File: src/rtl/mem_arbiter_if.sv
// ----------------------------------------------------------------------------
// mem_arbiter_if
// Bundles the two requester ports (cpu_*, ldr_*) and the shared single-port
// memory port of mem_arbiter.
//
// Handshake: a requester raises *_req with *_we/*_addr/*_wdata valid and keeps
// them stable until it sees *_ack. *_ack is a one-cycle completion pulse; on a
// read, *_rdata is valid from the ack cycle and holds until that port's next
// completed read. The request is captured once, when granted, so dropping
// *_req after the grant does not cancel the transaction.
//
// Parameters: AW address width, DW data width.
// Modports:
//   slave  - arbiter side (requests/mem_rdata in; acks, rdata, memory strobes out)
//   master - environment side (mirror of slave)
// ----------------------------------------------------------------------------
interface mem_arbiter_if #(
    parameter int AW = 32,
    parameter int DW = 32
);
    logic          cpu_req;
    logic          cpu_we;
    logic [AW-1:0] cpu_addr;
    logic [DW-1:0] cpu_wdata;
    logic [DW-1:0] cpu_rdata;
    logic          cpu_ack;

    logic          ldr_req;
    logic          ldr_we;
    logic [AW-1:0] ldr_addr;
    logic [DW-1:0] ldr_wdata;
    logic [DW-1:0] ldr_rdata;
    logic          ldr_ack;

    logic          mem_en;
    logic          mem_we;
    logic [AW-1:0] mem_addr;
    logic [DW-1:0] mem_wdata;
    logic [DW-1:0] mem_rdata;

    modport slave (
        input  cpu_req, cpu_we, cpu_addr, cpu_wdata,
        output cpu_rdata, cpu_ack,
        input  ldr_req, ldr_we, ldr_addr, ldr_wdata,
        output ldr_rdata, ldr_ack,
        output mem_en, mem_we, mem_addr, mem_wdata,
        input  mem_rdata
    );

    modport master (
        output cpu_req, cpu_we, cpu_addr, cpu_wdata,
        input  cpu_rdata, cpu_ack,
        output ldr_req, ldr_we, ldr_addr, ldr_wdata,
        input  ldr_rdata, ldr_ack,
        input  mem_en, mem_we, mem_addr, mem_wdata,
        output mem_rdata
    );
endinterface

File: src/rtl/mem_arbiter.sv
// ----------------------------------------------------------------------------
// mem_arbiter
// Arbitrates a processor port (cpu_*) and a loader port (ldr_*) onto one
// single-port memory with a fixed access latency of WAIT_CYCLES cycles.
// A transaction is IDLE (grant) -> ACCESS (WAIT_CYCLES cycles, mem_en high)
// -> RESP (one-cycle ack) -> IDLE, so back-to-back transactions issue every
// WAIT_CYCLES+2 cycles.
//
// Parameters:
//   WAIT_CYCLES  memory latency in cycles, legal 1..15 (4-bit counter)
//   AW, DW       address / data width
// Ports:
//   clk          single clock, rising edge
//   reset        synchronous, active-high; aborts any transaction with no ack
//   bus          mem_arbiter_if.slave (requester ports + memory port)
//   busy         high whenever the FSM is not IDLE
//   state_dbg    current FSM state (0 IDLE, 1 ACCESS, 2 RESP)
//
// Configuration macro ARB_ROUND_ROBIN_EN:
//   defined   - on simultaneous requests the port not granted most recently
//               wins; a last-winner register tracks every grant
//   undefined - fixed priority, loader always beats cpu
// A lone request is granted the same way in both builds.
// ----------------------------------------------------------------------------
module mem_arbiter #(
    parameter int WAIT_CYCLES = 2,
    parameter int AW          = 32,
    parameter int DW          = 32
) (
    input  logic             clk,
    input  logic             reset,
    mem_arbiter_if.slave     bus,
    output logic             busy,
    output logic [1:0]       state_dbg
);
    localparam logic [1:0] ST_IDLE   = 2'd0;
    localparam logic [1:0] ST_ACCESS = 2'd1;
    localparam logic [1:0] ST_RESP   = 2'd2;

    localparam logic PORT_CPU = 1'b0;
    localparam logic PORT_LDR = 1'b1;

    localparam logic [3:0] CNT_LOAD = 4'(WAIT_CYCLES - 1);

    logic [1:0]    state;
    logic [3:0]    cnt;
    logic          win_q;
    logic          we_q;
    logic [AW-1:0] addr_q;
    logic [DW-1:0] wdata_q;
    logic [DW-1:0] cpu_rdata_q;
    logic [DW-1:0] ldr_rdata_q;

    logic any_req;
    logic grant;

    assign any_req = bus.cpu_req | bus.ldr_req;

`ifdef ARB_ROUND_ROBIN_EN
    // Port granted most recently; reset to loader so the cpu wins the first
    // contested arbitration after reset.
    logic last_q;

    always_comb begin
        grant = PORT_CPU;
        if (bus.cpu_req && bus.ldr_req) begin
            grant = (last_q == PORT_CPU) ? PORT_LDR : PORT_CPU;
        end else if (bus.ldr_req) begin
            grant = PORT_LDR;
        end
    end

    always_ff @(posedge clk) begin
        if (reset) begin
            last_q <= PORT_LDR;
        end else if (state == ST_IDLE && any_req) begin
            last_q <= grant;
        end
    end
`else
    assign grant = bus.ldr_req ? PORT_LDR : PORT_CPU;
`endif

    always_ff @(posedge clk) begin
        if (reset) begin
            state       <= ST_IDLE;
            cnt         <= 4'd0;
            win_q       <= PORT_CPU;
            we_q        <= 1'b0;
            addr_q      <= '0;
            wdata_q     <= '0;
            cpu_rdata_q <= '0;
            ldr_rdata_q <= '0;
        end else begin
            case (state)
                ST_IDLE: begin
                    if (any_req) begin
                        // The winner's command is captured here so the
                        // requester may drop req right after the grant.
                        win_q <= grant;
                        if (grant == PORT_LDR) begin
                            we_q    <= bus.ldr_we;
                            addr_q  <= bus.ldr_addr;
                            wdata_q <= bus.ldr_wdata;
                        end else begin
                            we_q    <= bus.cpu_we;
                            addr_q  <= bus.cpu_addr;
                            wdata_q <= bus.cpu_wdata;
                        end
                        cnt   <= CNT_LOAD;
                        state <= ST_ACCESS;
                    end
                end
                ST_ACCESS: begin
                    if (cnt == 4'd0) begin
                        state <= ST_RESP;
                        // Read data is valid on the last access cycle; writes
                        // leave both rdata registers untouched.
                        if (!we_q) begin
                            if (win_q == PORT_LDR) begin
                                ldr_rdata_q <= bus.mem_rdata;
                            end else begin
                                cpu_rdata_q <= bus.mem_rdata;
                            end
                        end
                    end else begin
                        cnt <= cnt - 4'd1;
                    end
                end
                ST_RESP: begin
                    state <= ST_IDLE;
                end
                default: begin
                    state <= ST_IDLE;
                end
            endcase
        end
    end

    // Address/data hold their last latched values; only the strobes are gated.
    assign bus.mem_en    = (state == ST_ACCESS);
    assign bus.mem_we    = (state == ST_ACCESS) & we_q;
    assign bus.mem_addr  = addr_q;
    assign bus.mem_wdata = wdata_q;

    assign bus.cpu_ack   = (state == ST_RESP) & (win_q == PORT_CPU);
    assign bus.ldr_ack   = (state == ST_RESP) & (win_q == PORT_LDR);
    assign bus.cpu_rdata = cpu_rdata_q;
    assign bus.ldr_rdata = ldr_rdata_q;

    assign busy      = (state != ST_IDLE);
    assign state_dbg = state;
endmodule

File: src/flat_wrapper.sv
// flat-port wrapper written by rule: the top's interface ports become plain ports
module mem_arbiter_flat 
#(
    parameter int WAIT_CYCLES = 2,
    parameter int AW          = 32,
    parameter int DW          = 32
)
  (clk, reset, busy, state_dbg, bus_cpu_req, bus_cpu_we, bus_cpu_addr, bus_cpu_wdata, bus_cpu_rdata, bus_cpu_ack, bus_ldr_req, bus_ldr_we, bus_ldr_addr, bus_ldr_wdata, bus_ldr_rdata, bus_ldr_ack, bus_mem_en, bus_mem_we, bus_mem_addr, bus_mem_wdata, bus_mem_rdata);
  mem_arbiter_if #(.AW(AW), .DW(DW)) bus_i ();
  input  logic clk;
  input  logic reset;
  output logic busy;
  output logic [1:0] state_dbg;
  input wire logic [$bits(bus_i.cpu_req)-1:0] bus_cpu_req;
  input wire logic [$bits(bus_i.cpu_we)-1:0] bus_cpu_we;
  input wire logic [$bits(bus_i.cpu_addr)-1:0] bus_cpu_addr;
  input wire logic [$bits(bus_i.cpu_wdata)-1:0] bus_cpu_wdata;
  output wire logic [$bits(bus_i.cpu_rdata)-1:0] bus_cpu_rdata;
  output wire logic [$bits(bus_i.cpu_ack)-1:0] bus_cpu_ack;
  input wire logic [$bits(bus_i.ldr_req)-1:0] bus_ldr_req;
  input wire logic [$bits(bus_i.ldr_we)-1:0] bus_ldr_we;
  input wire logic [$bits(bus_i.ldr_addr)-1:0] bus_ldr_addr;
  input wire logic [$bits(bus_i.ldr_wdata)-1:0] bus_ldr_wdata;
  output wire logic [$bits(bus_i.ldr_rdata)-1:0] bus_ldr_rdata;
  output wire logic [$bits(bus_i.ldr_ack)-1:0] bus_ldr_ack;
  output wire logic [$bits(bus_i.mem_en)-1:0] bus_mem_en;
  output wire logic [$bits(bus_i.mem_we)-1:0] bus_mem_we;
  output wire logic [$bits(bus_i.mem_addr)-1:0] bus_mem_addr;
  output wire logic [$bits(bus_i.mem_wdata)-1:0] bus_mem_wdata;
  input wire logic [$bits(bus_i.mem_rdata)-1:0] bus_mem_rdata;
  assign bus_i.cpu_req = bus_cpu_req;
  assign bus_i.cpu_we = bus_cpu_we;
  assign bus_i.cpu_addr = bus_cpu_addr;
  assign bus_i.cpu_wdata = bus_cpu_wdata;
  assign bus_cpu_rdata = bus_i.cpu_rdata;
  assign bus_cpu_ack = bus_i.cpu_ack;
  assign bus_i.ldr_req = bus_ldr_req;
  assign bus_i.ldr_we = bus_ldr_we;
  assign bus_i.ldr_addr = bus_ldr_addr;
  assign bus_i.ldr_wdata = bus_ldr_wdata;
  assign bus_ldr_rdata = bus_i.ldr_rdata;
  assign bus_ldr_ack = bus_i.ldr_ack;
  assign bus_mem_en = bus_i.mem_en;
  assign bus_mem_we = bus_i.mem_we;
  assign bus_mem_addr = bus_i.mem_addr;
  assign bus_mem_wdata = bus_i.mem_wdata;
  assign bus_i.mem_rdata = bus_mem_rdata;
  mem_arbiter #(.WAIT_CYCLES(WAIT_CYCLES), .AW(AW), .DW(DW)) u_core (.clk(clk), .reset(reset), .bus(bus_i), .busy(busy), .state_dbg(state_dbg));
endmodule
File: config.mk
export PLATFORM = sky130hd
export DESIGN_NAME = mem_arbiter_flat
export DESIGN_NICKNAME = d
export VERILOG_FILES = /design/src/rtl/mem_arbiter_if.sv /design/src/rtl/mem_arbiter.sv /design/src/flat_wrapper.sv
export SDC_FILE = /design/constraint.sdc
export NUM_CORES = 1
export LEC_CHECK = 0
export CAP_MARGIN = 10
export CORE_MARGIN = 3
export CORE_UTILIZATION = 31
export CTS_CLUSTER_SIZE = 25
export DETAILED_ROUTE_END_ITERATION = 16
export GPL_ROUTABILITY_DRIVEN = 0
export PLACE_DENSITY_LB_ADDON = 0.2
export SETUP_SLACK_MARGIN = 0.2
export SLEW_MARGIN = 20
export SYNTH_ARGS = -nofsm -noshare
export SYNTH_HDL_FRONTEND = slang
export SYNTH_SLANG_ARGS = --single-unit
File: constraint.sdc
create_clock -name clk -period 2.6 [get_ports clk]
set_input_delay 0.39 -clock clk [delete_from_list [all_inputs] [get_ports clk]]
set_output_delay 0.39 -clock clk [all_outputs]
set_load 0.05 [all_outputs]
==> impl_metrics.csv <==
group,metric,value,unit
outcome,outcome,"completed",
sta,whs,287.6,ps
clocking,cts_resized,1,
worst_setup_path,cp.arrival,1900,ps
synth,synthAdderAreaFrac,0.4198,%
placed_design,dp.final_hpwl,13420,um
synth,ys_warn_count,0,
worst_setup_path,r2r-start,"u_core.cnt[0]$_SDFFE_PP0P_",
synth,synth_cell_types,26,
detailed_routing,drc,0,
floorplanning,num_rows,50,
pwr,p_per_area,731.4,nW/um^2
floorplanning,coreArea,18770,um^2
detailed_routing,dr.pass1.iters,4,
global_routing,overflow,0,
clocking,ctsRootBufferMaster,"clkbuf_16",
global_routing,antenna_found_initial,0,
global_routing,grt_pass1_vias,5391,
worst_setup_path,startpoint_type,"flip-flop",
floorplanning,die_w,144.7,um
sta,hold_viol_final,0,
clocking,clkTransAtPathRegs,60,ps
sta,period_needed,2294,ps
sta,finalCritPeriodShare,88.22,%
worst_setup_path,cp_data_required_time,2210,ps
hold_path,min_path_type,"input pin to flip-flop",
synth,ys_seq_elements,136,
worst_setup_path,critPathMaxFanout,5,
synth,syn_nets,754,
finish,layout_common_cells,"295 x clkdlybuf4s50_1, 136 x dfxtp_1, 129 x mux2i_1, 97 x nand2b_1, 69 x a21oi_1",
synth,yosys.area_share.simple,12.38,%
floorplanning,initial_core_util,31.76,%
sta,maxSlewViolCount,0,
floorplanning,boundaryPins,301,
detailed_routing,vias,5341,
synth,synth_xor_area_share,0,%
pwr,swShare,31.70,%
synth,syn_inst,586,
worst_setup_path,worst-r2r-setup-slack,400,ps
sta,clock.fmax,436.0,MHz
pwr,p_leak,3.837,nW
sta,setup_tns,0,ps
pwr,p_int,4.893,mW
clocking,h-tree-depth,4,
finish,multiInputGateArea,2953,um^2
synth,yosysSeqAreaShare,45.68,%
sta,worstMarginPinSlew,621.2,ps
floorplanning,fp.dieH,144.7,um
finish,final_common_cell,"clkdlybuf4s50_1",
pwr,switchingPower,2.271,mW
hold_path,whs_endpoint,"u_core.win_q$_SDFFE_PP0P_",
worst_setup_path,r2r_cells,6,
synth,syn_avg_cell_area,10.17,um^2
hold_path,holdPathStages,3,
clocking,cts_tree,"built",
finish,nets,1029,
detailed_routing,vias_per_cell,4.825,
clocking,clockBufferDepth,2,
floorplanning,dieArea,20930,um^2
sta,setup_viol,0,
synth,synth_compound_area_share,14.80,%
detailed_routing,drt_iter0_drc,124,
clocking,postCtsSetupRepairBufs,0,
finish,diodes,0,
worst_setup_path,reg2reg_to,"u_core.bus.cpu_rdata[12]$_SDFFE_PP0P_",
sta,slew_headroom,58.46,%
clocking,cts_sinks,136,
finish,layout-drive-gt1-share,6.071,%
detailed_routing,wl_per_cell,16.49,um
pwr,p_comb_share,29.1,%
global_routing,grt_util_all_layers,17.06,%
synth,synth_top_family_by_area,"multiplexers",
placed_design,io_buffers,300,
clocking,ctsHoldBuffers,0,
worst_setup_path,critPathCaptureType,"output port",
global_routing,grt_max_degree,77,
finish,fillers,1664,
worst_setup_path,critPathKind,"flip-flop to output port",
synth,muxShareOfSynthArea,21.66,%
detailed_routing,routed_wl,18250,um
clocking,numCtsBuffers,17,
sta,rsz0062_at_grt,"false",
finish,syn_to_final_growth,64.34,%
pwr,ir_drop,0.3797,mV
pwr,power_frac_seq,33.5,%
finish,final-seq-area,2723,um^2
clocking,clock_latency,410,ps
sta,fin_worst_skew,8.922,ps
detailed_routing,ant_nets,0,
pwr,power_frac_clock,37.4,%
hold_path,hold_path.startpoint,"bus_ldr_req",
global_routing,grt_pass1_wl,28210,um
flow_run,cap_viol_max_count,0,
synth,synth_area,5961,um^2
## area by class of cell
type / instances / share of cell area [%]
multi-input cells: 388 / 30.14
inverters: 6 / 0.2299
well taps: 234 / 2.989
clock buffers: 20 / 4.764
clock inverters: 11 / 1.980
flip-flops and latches: 136 / 27.79
repair buffers: 312 / 32.10
## synth_stat cells, drive strengths merged
cell type,instances,area (um^2)
or4,3,22.52
buf,22,151.4
or3b,1,11.26
or2,1,6.260
a22oi,1,7.510
dfxtp,136,2723
o221ai,1,8.760
a21oi,69,345.3
nand2b,97,606.8
clkbuf,34,127.6
o21ai,2,10.01
nor3b,3,22.52
nor4,1,21.27
nand2,1,3.750
a21o,2,15.01
and2,1,6.260
mux2i,129,1291
ha,2,25.02
nor2,4,15.01
or3,2,12.51
a211oi,66,495.5
nor3,2,10.01
inv,6,22.52
## power by group through the flow
stage          clock network (mW)  registers, mW  logic (mW)
2_1_floorplan                   0           3.09       0.634
3_3_place_gp                    0           2.44        2.08
3_5_place_dp                    0           2.44        2.10
4_1_cts                      2.75           2.40        2.10
5_1_grt                      2.83           2.42        2.21
6_report                     2.68           2.40        2.08
## worst max-delay path: stages, from the launching register on
cell,delay [ps]
dfxtp_1,420
nor3b_1,210
clkdlybuf4s50_1,860
## flip-flops by register name (all words and copies together), names as in the netlist
signal / flops
u_core.bus.cpu_rdata: 32
u_core.bus.ldr_rdata: 32
u_core.bus.mem_addr: 32
u_core.bus.mem_wdata: 32
u_core.cnt: 4
u_core.state_dbg: 2
u_core.we_q: 1
u_core.win_q: 1
## worst max-delay path by stage
stage	from	end	slack, ps	cells past startpoint
after floorplan	u_core.state_dbg[1]$_SDFFE_PP0P_	bus_cpu_ack	340	1
after global placement	u_core.cnt[0]$_SDFFE_PP0P_	u_core.bus.cpu_rdata[4]$_SDFFE_PP0P_	430	6
after detailed placement	u_core.cnt[0]$_SDFFE_PP0P_	u_core.bus.cpu_rdata[12]$_SDFFE_PP0P_	400	6
after CTS	u_core.state_dbg[1]$_SDFFE_PP0P_	bus_cpu_ack	280	2
after global routing	u_core.state_dbg[1]$_SDFFE_PP0P_	bus_cpu_ack	220	2
final	u_core.state_dbg[1]$_SDFFE_PP0P_	bus_cpu_ack	310	2
## metrics by stage
| step | setup slack [ps] | total power [mW] | cells | util (%) | instance area [um^2] |
|---|---|---|---|---|---|
| 6_report | 306.3 | 7.165 | 1107 | 52.19 | 9796 |
| 4_1_cts | 275.3 | 7.256 | 1107 | 52.19 | 9796 |
| 2_1_floorplan | 337.1 | 3.720 | 586 | - | 5961 |
| 3_5_place_dp | 405.0 | 4.544 | 1076 | 48.68 | 9136 |
| 3_3_place_gp | 433.9 | 4.512 | 1076 | 48.68 | 9136 |
| 5_1_grt | 223.0 | 7.469 | 1107 | 52.19 | 9796 |
## per-layer routing
layer  share of wire (%)  track usage (%)  vias up
met3                 8.0            5.981       26
met1                  41            20.26     2471
met5                   0                0        -
met2                  49            28.55      203
met4                 2.0            6.284        0
li1                    -                -     2641
## cell families after synthesis
family                     after synthesis
AOI/OAI and AO/OA                      141
DFF                                    136
muxes                                  129
and+or+nand+nor                        116
buffers and inverters                   62
adders and majority gates                2
Power figures use the tool's default switching activity.
